<file path="src/rtl/f2i_convert_scheduler.sv">
// Round-robin scheduler that time-shares one fp16->int16 converter between NUM_REQ requesters,
// streaming NUM_COMP components per request and saturating out-of-range operands.
module f2i_convert_scheduler #(
  parameter int NUM_REQ  = 4,
  parameter int NUM_COMP = 3,
  localparam int IW = $clog2(NUM_REQ),
  localparam int CW = (NUM_COMP > 1) ? $clog2(NUM_COMP) : 1
) (
  input  logic                                    clk_in,
  input  logic                                    rst_in,
  input  logic [NUM_REQ-1:0]                      req_valid_in,
  input  logic [NUM_REQ-1:0][NUM_COMP*16-1:0]     req_data_in,
  output logic [NUM_REQ-1:0]                      req_ready_out,
  output logic [15:0]                             conv_f_out,
  input  logic [15:0]                             conv_int_in,
  output logic                                    res_valid_out,
  input  logic                                    res_ready_in,
  output logic [IW-1:0]                           res_id_out,
  output logic [NUM_COMP*16-1:0]                  res_data_out,
  output logic [NUM_COMP-1:0]                     res_ovf_out
);

  typedef enum logic [1:0] {IDLE, CONVERT, RESULT} state_t;

  state_t                     state, state_nxt;
  logic [IW-1:0]              rr_ptr, gnt_id, gnt;
  logic                       gnt_vld;
  logic [IW:0]                idx;
  logic [CW-1:0]              comp_idx;
  logic [NUM_COMP-1:0][15:0]  lat, res_data;
  logic [NUM_COMP-1:0]        res_ovf;
  logic                       sat;
  logic [15:0]                slot;
  logic                       last_comp;

  // Lowest offset from rr_ptr wins, so scan offsets from high to low and let the last hit stick.
  always_comb begin
    gnt_vld = 1'b0;
    gnt     = '0;
    idx     = '0;
    for (int i = NUM_REQ-1; i >= 0; i--) begin
      idx = {1'b0, rr_ptr} + (IW+1)'(i);
      if (idx >= (IW+1)'(NUM_REQ)) idx = idx - (IW+1)'(NUM_REQ);
      if (req_valid_in[idx[IW-1:0]]) begin
        gnt_vld = 1'b1;
        gnt     = idx[IW-1:0];
      end
    end
  end

  assign last_comp = (comp_idx == CW'(NUM_COMP-1));

  always_ff @(posedge clk_in) begin
    if (rst_in) state <= IDLE;
    else        state <= state_nxt;
  end

  always_comb begin
    state_nxt     = state;
    req_ready_out = '0;
    conv_f_out    = '0;
    res_valid_out = 1'b0;
    case (state)
      IDLE: begin
        if (gnt_vld) begin
          req_ready_out[gnt] = 1'b1;
          state_nxt          = CONVERT;
        end
      end
      CONVERT: begin
        conv_f_out = lat[comp_idx];
        if (last_comp) state_nxt = RESULT;
      end
      RESULT: begin
        res_valid_out = 1'b1;
        if (res_ready_in) state_nxt = IDLE;
      end
      default: state_nxt = IDLE;
    endcase
  end

  // Saturation is judged on the operand exponent; the converter output is ignored when saturating.
  assign sat  = (conv_f_out[14:10] >= 5'd30);
  assign slot = sat ? (conv_f_out[15] ? 16'h8000 : 16'h7FFF) : conv_int_in;

  always_ff @(posedge clk_in) begin
    if (rst_in) begin
      rr_ptr   <= '0;
      gnt_id   <= '0;
      comp_idx <= '0;
      lat      <= '0;
      res_data <= '0;
      res_ovf  <= '0;
    end else begin
      case (state)
        IDLE: if (gnt_vld) begin
          lat      <= req_data_in[gnt];
          gnt_id   <= gnt;
          comp_idx <= '0;
        end
        CONVERT: begin
          res_data[comp_idx] <= slot;
          res_ovf[comp_idx]  <= sat;
          comp_idx           <= last_comp ? '0 : comp_idx + 1'b1;
        end
        RESULT: if (res_ready_in)
          rr_ptr <= (gnt_id == IW'(NUM_REQ-1)) ? '0 : gnt_id + 1'b1;
        default: ;
      endcase
    end
  end

  assign res_id_out   = gnt_id;
  assign res_data_out = res_data;
  assign res_ovf_out  = res_ovf;

endmodule

</file>
<file path="config.mk">
export PLATFORM = sky130hd
export DESIGN_NAME = f2i_convert_scheduler
export DESIGN_NICKNAME = d
export VERILOG_FILES = /design/src/rtl/f2i_convert_scheduler.sv
export SDC_FILE = /design/constraint.sdc
export NUM_CORES = 1
export LEC_CHECK = 0
export BUFFER_PORTS_ARGS = -buffer_cell sky130_fd_sc_hd__buf_2
export CORE_UTILIZATION = 47
export CTS_CLUSTER_SIZE = 16
export DETAILED_ROUTE_END_ITERATION = 6
export PLACE_DENSITY = 0.82
export SYNTH_ARGS = -nofsm -noshare
export SYNTH_HDL_FRONTEND = slang
export SYNTH_SLANG_ARGS = --single-unit
</file>
<file path="constraint.sdc">
create_clock -name clk_in -period 2.4 [get_ports clk_in]
set_clock_uncertainty 0.05 [all_clocks]
set_input_delay 0.12 -clock clk_in [delete_from_list [all_inputs] [get_ports clk_in]]
set_output_delay 0.12 -clock clk_in [all_outputs]
set_load 0.01 [all_outputs]
</file>
==> run_results.csv, run 1 <==
group,metric,value,unit
synthesis,synthCells,618,
cells_and_area,finish.net_count,1092,
worst_setup_path,worst_path_max_delay_cell,"sky130_fd_sc_hd__and2_4",
synthesis,yosys_most_used_dff,"sky130_fd_sc_hd__dfxtp_1",
worst_setup_path,cp_num_buf_inv,1,
cts,clock_tree.htree_level_count,3,
synthesis,syn-num-nets,834,
worst_setup_path,worst-path-max-fanout,45,
cells_and_area,drive_gt1_frac,0.3882,
placed_design,io_buffer_count,288,
cts,cts_inserted_buffers,9,
detailed_routing,routed_wire_length_per_instance,17.86,µm
synthesis,synthesis.area_per_instance,9.390,µm²
die,die_width,113.1,µm
synthesis,synth_enable_flop_cells,0,
worst_setup_path,critical-path-max-stage-delay,0.52,ns
worst_setup_path,critical_path.cell_chain,"buf_4 > and3b_1 > o21ai_2 > a31oi_4 > and2_4 > o311ai_1",
detailed_routing,detailedRoute.firstIterationViolations,476,
cts,cts_tree,"built",
power,p_leak,3.835,nW
placed_design,placement.setup.worst_slack,0.3067,ns
global_route,grt_util_all_layers,0.2855,
timing,max-slew-margin-rel,0.6493,
cts,cts_post_setup_buffers_inserted,0,
placed_design,detailed_place.area,0.007375,mm²
die,design.portCount,289,
die,die_h,113.1,µm
global_route,grt_antenna_before_repair,3,
timing,grt_setup_unrepaired,"no",
global_route,grt_max_degree,71,
die,design.core.area,0.01201,mm²
timing,tightestPinTransition,0.5220,ns
cts,cts_hold_buf,0,
power,vdd.ir_drop.worst,0.4353,mV
global_route,grt-ovfl-total,0,
power,p_per_area,569.2,mW/mm²
die,placementRows,40,
timing,hold_violations,0,
worst_setup_path,critical_path_start_end_classification,"reg2reg",
synthesis,synth_sequential_area_ratio,0.3691,
placed_design,place.detailed.hpwl,13.93,mm
synthesis,yosysWarnings,0,
synthesis,postSynth.asyncResetShare,0,
synthesis,syn_area,0.005803,mm²
hold_path,hp-start,"res_ready_in",
timing,final_period_minus_worst_setup_slack,2.098,ns
worst_setup_path,timing.rr.end,"res_data_out[25]",
timing,period_share,0.8742,
cts,ctsResizeCount,0,
detailed_routing,post-route-drc-count,0,
cts,cts-root-to-sink-buffers,2,
global_route,number_of_global_route_vias_before_repair,5472,
worst_setup_path,crit_arrival,2.26,ns
placed_design,gpl.final_weighted_congestion,0.8120,
worst_setup_path,crit_required,2.56,ns
cts,cts_num_sinks,107,
cells_and_area,layout_commonest_cell,"sky130_fd_sc_hd__buf_2",
global_route,grt_pass1_wl,28.41,mm
synthesis,synth_cell_type_count,47,
worst_setup_path,timing.critical_path.max_delay_family,"simple AND/OR/NAND/NOR gates",
worst_setup_path,worst_setup_path_end_kind,"flip-flop",
cells_and_area,area.growth.synth_to_final,32.58,%
hold_path,min_delay_worst_endpoint,"rr_ptr[1]",
cells_and_area,mostFrequentLayoutCells,"sky130_fd_sc_hd__buf_2, sky130_fd_sc_hd__mux2i_1, sky130_fd_sc_hd__dfxtp_1",
detailed_routing,firstDrtPassIters,5,
cts,clk_pin_slew_worst_paths,0.08,ns
worst_setup_path,rr_worst_depth,6,
outcome,status,"complete, no violations",
worst_setup_path,timing.rr.start,"comp_idx[1]",
timing,final.setup.worst_slack,0.3019,ns
detailed_routing,via_count,5895,
cells_and_area,final_cell_area,0.007694,mm²
timing,setup_total_negative_slack,0,ns
run,cap_viol_max_count,0,
timing,final_max_slew_viol_count,0,
timing,setup_viol_count_final,0,
detailed_routing,vias_per_cell,5.718,
hold_path,whs_path_depth,3,
worst_setup_path,setup.reg_to_reg.worst_slack,0.30,ns
die,initial_core_util,0.4831,
hold_path,timing.hold.worst.class,"in2reg",
synthesis,synth_seq_cells,107,
cts,root_buffer,"sky130_fd_sc_hd__clkbuf_16",
detailed_routing,antenna_viol_nets_final,0,
detailed_routing,drt_wl_total,18.42,mm
worst_setup_path,critical_path_startpoint_category,"flip-flop",
timing,timing.fmax,476.6,MHz
cts,clk_latency,0.35,ns
die,floorplan.die_area,0.01280,mm²
## kinds of logic (layout without fill, tap and decap cells)
group                    Yosys count  in the layout  share of synthesized area
AND/OR/NAND/NOR                  192            192                     0.1803
buffers and inverters             67            330                    0.06059
other                              0              3                          0
flip-flops                       107            107                     0.3691
AO/OA/AOI/OAI                    140            140                     0.1962
adder cells (fa/ha/maj)            1              1                   0.002156
multiplexers                     111            111                     0.1917
## worst max path at each step
stage,startpoint,slack (ns),cells after the start,end
3_3_place_gp,comp_idx[1],0.35,6,res_data_out[38]
6_report,comp_idx[1],0.30,6,res_data_out[25]
5_1_grt,rr_ptr[0],0.15,7,req_ready_out[1]
3_5_place_dp,comp_idx[1],0.31,6,res_data_out[41]
4_1_cts,comp_idx[1],0.29,6,res_data_out[25]
2_1_floorplan,state[1],0.56,9,res_data_out[1]
## flip-flops by register name, indices dropped and copies added, names as in the netlist
register and count:
res_data_out 48, comp_idx 2, res_id_out 2, state 2
res_ovf_out 3, lat 48, rr_ptr 2
## synthesized netlist by cell type (2+ instances only)
cell	count	share of area
sky130_fd_sc_hd__nand3b_1	47	0.061
sky130_fd_sc_hd__mux2i_1	110	0.19
sky130_fd_sc_hd__clkbuf_1	27	0.017
sky130_fd_sc_hd__buf_4	4	0.0052
sky130_fd_sc_hd__o311ai_1	44	0.066
sky130_fd_sc_hd__o221ai_1	48	0.072
sky130_fd_sc_hd__nand2b_1	19	0.020
sky130_fd_sc_hd__o21bai_1	3	0.0039
sky130_fd_sc_hd__dfxtp_1	107	0.37
sky130_fd_sc_hd__nor2b_1	6	0.0065
sky130_fd_sc_hd__a21o_1	2	0.0026
sky130_fd_sc_hd__nor2_1	33	0.021
sky130_fd_sc_hd__a311oi_1	2	0.0030
sky130_fd_sc_hd__a31oi_1	2	0.0022
sky130_fd_sc_hd__nor3b_1	2	0.0026
sky130_fd_sc_hd__a211oi_2	2	0.0043
sky130_fd_sc_hd__or3_1	3	0.0032
sky130_fd_sc_hd__o22ai_1	2	0.0022
sky130_fd_sc_hd__and2b_1	3	0.0039
sky130_fd_sc_hd__buf_6	7	0.014
sky130_fd_sc_hd__inv_1	3	0.0019
sky130_fd_sc_hd__nand3_1	8	0.0069
sky130_fd_sc_hd__nand3_2	2	0.0034
sky130_fd_sc_hd__a211oi_1	3	0.0039
sky130_fd_sc_hd__buf_2	23	0.020
sky130_fd_sc_hd__nor3_1	4	0.0034
sky130_fd_sc_hd__a21oi_1	25	0.022
sky130_fd_sc_hd__nand2_1	58	0.038
## per-stage QoR
step,power (mW),hold WS (ns),util,cells
floorplan,2.482,0.2300,-,618
global placement,2.868,0.3666,0.6140,1012
global route,4.548,0.01620,0.6405,1031
detailed placement,2.881,0.3704,0.6140,1012
finish,4.379,0.01121,0.6405,1031
CTS,4.395,0.003537,0.6399,1028
## power breakdown
part | total, mW | internal [mW] | switching (mW)
combinational | 0.873 | 0.428 | 0.445
clock | 1.54 | 0.757 | 0.779
sequential | 1.97 | 1.89 | 0.0816
total | 4.38 | 3.07 | 1.31
## worst reg2reg max path, stage by stage, from the launching register on
cell                       delay [ns]
sky130_fd_sc_hd__dfxtp_2         0.41
sky130_fd_sc_hd__buf_4           0.21
sky130_fd_sc_hd__and3b_1         0.23
sky130_fd_sc_hd__o21ai_2         0.07
sky130_fd_sc_hd__a31oi_4         0.29
sky130_fd_sc_hd__and2_4          0.52
sky130_fd_sc_hd__o311ai_1        0.19
## metal layers
layer	routed length, µm	GRT usage
met3	1079	0.05410
met5	0	0
met2	9415	0.4965
met1	7588	0.3589
met4	333	0.08421
## cell type report
cell class | count | area [µm²]
fillers | 1070 | 4318
multi-input cells | 444 | 3336
flip-flops and latches | 107 | 2143
repair buffers | 310 | 1694
clock buffers | 9 | 225.2
well taps | 147 | 183.9
clock inverters | 7 | 86.33
inverters | 4 | 17.52
diodes | 3 | 7.507
(Power assumes the default switching activity.)
==> run 2, diff against run 1 <==
--- a/config.mk
+++ b/config.mk
@@ -9,7 +9,8 @@
 export CORE_UTILIZATION = 47
 export CTS_CLUSTER_SIZE = 16
 export DETAILED_ROUTE_END_ITERATION = 6
-export PLACE_DENSITY = 0.82
+export GPL_TIMING_DRIVEN = 0
+export PLACE_DENSITY_LB_ADDON = 0.1
 export SYNTH_ARGS = -nofsm -noshare
 export SYNTH_HDL_FRONTEND = slang
 export SYNTH_SLANG_ARGS = --single-unit
==> run_results.csv, run 2 (same netlist as run 1, synthesis figures left out) <==
group,metric,value,unit
outcome,status,"complete, no violations",
detailed_routing,antenna_viol_nets_final,0,
die,die_h,113.1,µm
cts,clk_latency,0.34,ns
hold_path,min_delay_worst_endpoint,"lat[33]",
placed_design,dp_cells,1053,
cells_and_area,area.growth.synth_to_final,34.09,%
cts,cts-root-to-sink-buffers,2,
detailed_routing,detailedRoute.firstIterationViolations,548,
timing,final_period_minus_worst_setup_slack,2.256,ns
worst_setup_path,worst_setup_path_end_kind,"output port",
die,design.core.area,0.01201,mm²
timing,final_max_slew_viol_count,0,
global_route,grt-ovfl-total,0,
die,initial_core_util,0.4831,
detailed_routing,routed_wire_length_per_instance,18.77,µm
global_route,number_of_global_route_vias_before_repair,6042,
die,placementRows,40,
hold_path,whs_path_depth,3,
worst_setup_path,crit_arrival,2.09,ns
timing,hold_violations,0,
cts,cts_num_sinks,107,
worst_setup_path,critical_path_startpoint_category,"flip-flop",
detailed_routing,firstDrtPassIters,5,
detailed_routing,drt_wl_total,20.16,mm
detailed_routing,post-route-drc-count,0,
timing,setup_viol_count_final,0,
cells_and_area,layout_commonest_cell,"sky130_fd_sc_hd__buf_2",
cells_and_area,mostFrequentLayoutCells,"sky130_fd_sc_hd__buf_2, sky130_fd_sc_hd__mux2i_1, sky130_fd_sc_hd__dfxtp_1",
run,cap_viol_max_count,0,
cts,root_buffer,"sky130_fd_sc_hd__clkbuf_16",
die,design.portCount,289,
cts,cts_inserted_buffers,9,
cells_and_area,drive_gt1_frac,0.3844,
detailed_routing,via_count,6241,
timing,tightestPinTransition,0.5459,ns
global_route,grt_antenna_before_repair,1,
placed_design,gpl.final_weighted_congestion,0.8911,
timing,period_share,0.9398,
timing,timing.fmax,443.4,MHz
detailed_routing,vias_per_cell,5.811,
placed_design,place.detailed.hpwl,15.97,mm
global_route,grt_pass1_wl,31.17,mm
worst_setup_path,setup.reg_to_reg.worst_slack,0.20,ns
worst_setup_path,rr_worst_depth,7,
worst_setup_path,timing.rr.end,"lat[6]",
cts,clock_tree.htree_level_count,3,
die,floorplan.die_area,0.01280,mm²
die,die_width,113.1,µm
timing,hold-worst-slack,0.03319,ns
power,p_leak,3.887,nW
hold_path,timing.hold.worst.class,"in2reg",
global_route,grt_util_all_layers,0.3123,
worst_setup_path,critical_path_start_end_classification,"reg2out",
global_route,grt_max_degree,22,
worst_setup_path,worst-path-max-fanout,10,
hold_path,hp-start,"req_data_in[81]",
cts,cts_tree,"built",
cells_and_area,finish.net_count,1137,
worst_setup_path,crit_required,2.23,ns
worst_setup_path,timing.rr.start,"rr_ptr[1]",
placed_design,io_buffer_count,288,
cts,clk_pin_slew_worst_paths,0.08,ns
power,total_power,4.372,mW
cells_and_area,final.fill_count,1068,
power,vdd.ir_drop.worst,0.3296,mV
power,p_per_area,561.8,mW/mm²
timing,max-slew-margin-rel,0.6361,
timing,grt_setup_unrepaired,"no",
cells_and_area,finalNonFillerCells,1074,
run 2: worst max-delay path by stage:
stage,cells past startpoint,from,to
3_5_place_dp,9,req_valid_in[0],lat[6]
3_3_place_gp,9,req_valid_in[0],lat[11]
2_1_floorplan,9,state[1],res_data_out[1]
6_report,7,comp_idx[1],conv_f_out[10]
5_1_grt,7,comp_idx[1],conv_f_out[10]
4_1_cts,8,rr_ptr[0],req_ready_out[2]
run 2: metal layers:
metal	track usage	share of wire
met5	0	0.00064
met4	0.08421	0.022
met3	0.05356	0.064
met2	0.5411	0.49
met1	0.4006	0.43
run 2: stage by stage:
step	area [µm²]	setup WS (ns)	TNS [ns]	utilization
floorplan	5803	0.5624	0	-
global placement	7428	0.1062	0	0.6184
detailed placement	7428	-0.008836	-0.008836	0.6184
CTS	7746	0.03645	0	0.6449
global route	7779	0.02347	0	0.6476
finish	7781	0.1445	0	0.6478
run 2: area by class of cell:
class                           count  area [µm²]  area share
Clock buffer                        9       225.2     0.02894
Timing Repair Buffer              292        1474      0.1894
Inverter                            4       17.52    0.002251
Buffer                             63       350.3     0.04502
Antenna cell                        1       2.502   0.0003216
Clock inverter                      7       76.32    0.009809
Sequential cell                   107        2142      0.2753
Multi-Input combinational cell    444        3309      0.4253
Tap cell                          147       183.9     0.02364
run 2: report_power, final:
part	internal [mW]	total [mW]	switching, mW
logic	0.421	0.903	0.482
registers	1.89	1.96	0.0722
clock network	0.747	1.51	0.761
run 2: repair_timing:
item,in CTS,in global routing
hold endpoints to repair,1,0
hold buffers,1,0
buffers inserted,0,3
gates resized for setup,3,8
endpoints found under the setup margin,12,12
run 2: worst max-delay path, cell delays in order (launching register included):
cell	delay [ns]
sky130_fd_sc_hd__dfxtp_1	0.45
sky130_fd_sc_hd__buf_4	0.22
sky130_fd_sc_hd__buf_2	0.32
sky130_fd_sc_hd__mux2i_1	0.28
sky130_fd_sc_hd__nor2_1	0.08
sky130_fd_sc_hd__a21oi_1	0.15
sky130_fd_sc_hd__nor2_1	0.07
sky130_fd_sc_hd__buf_2	0.16
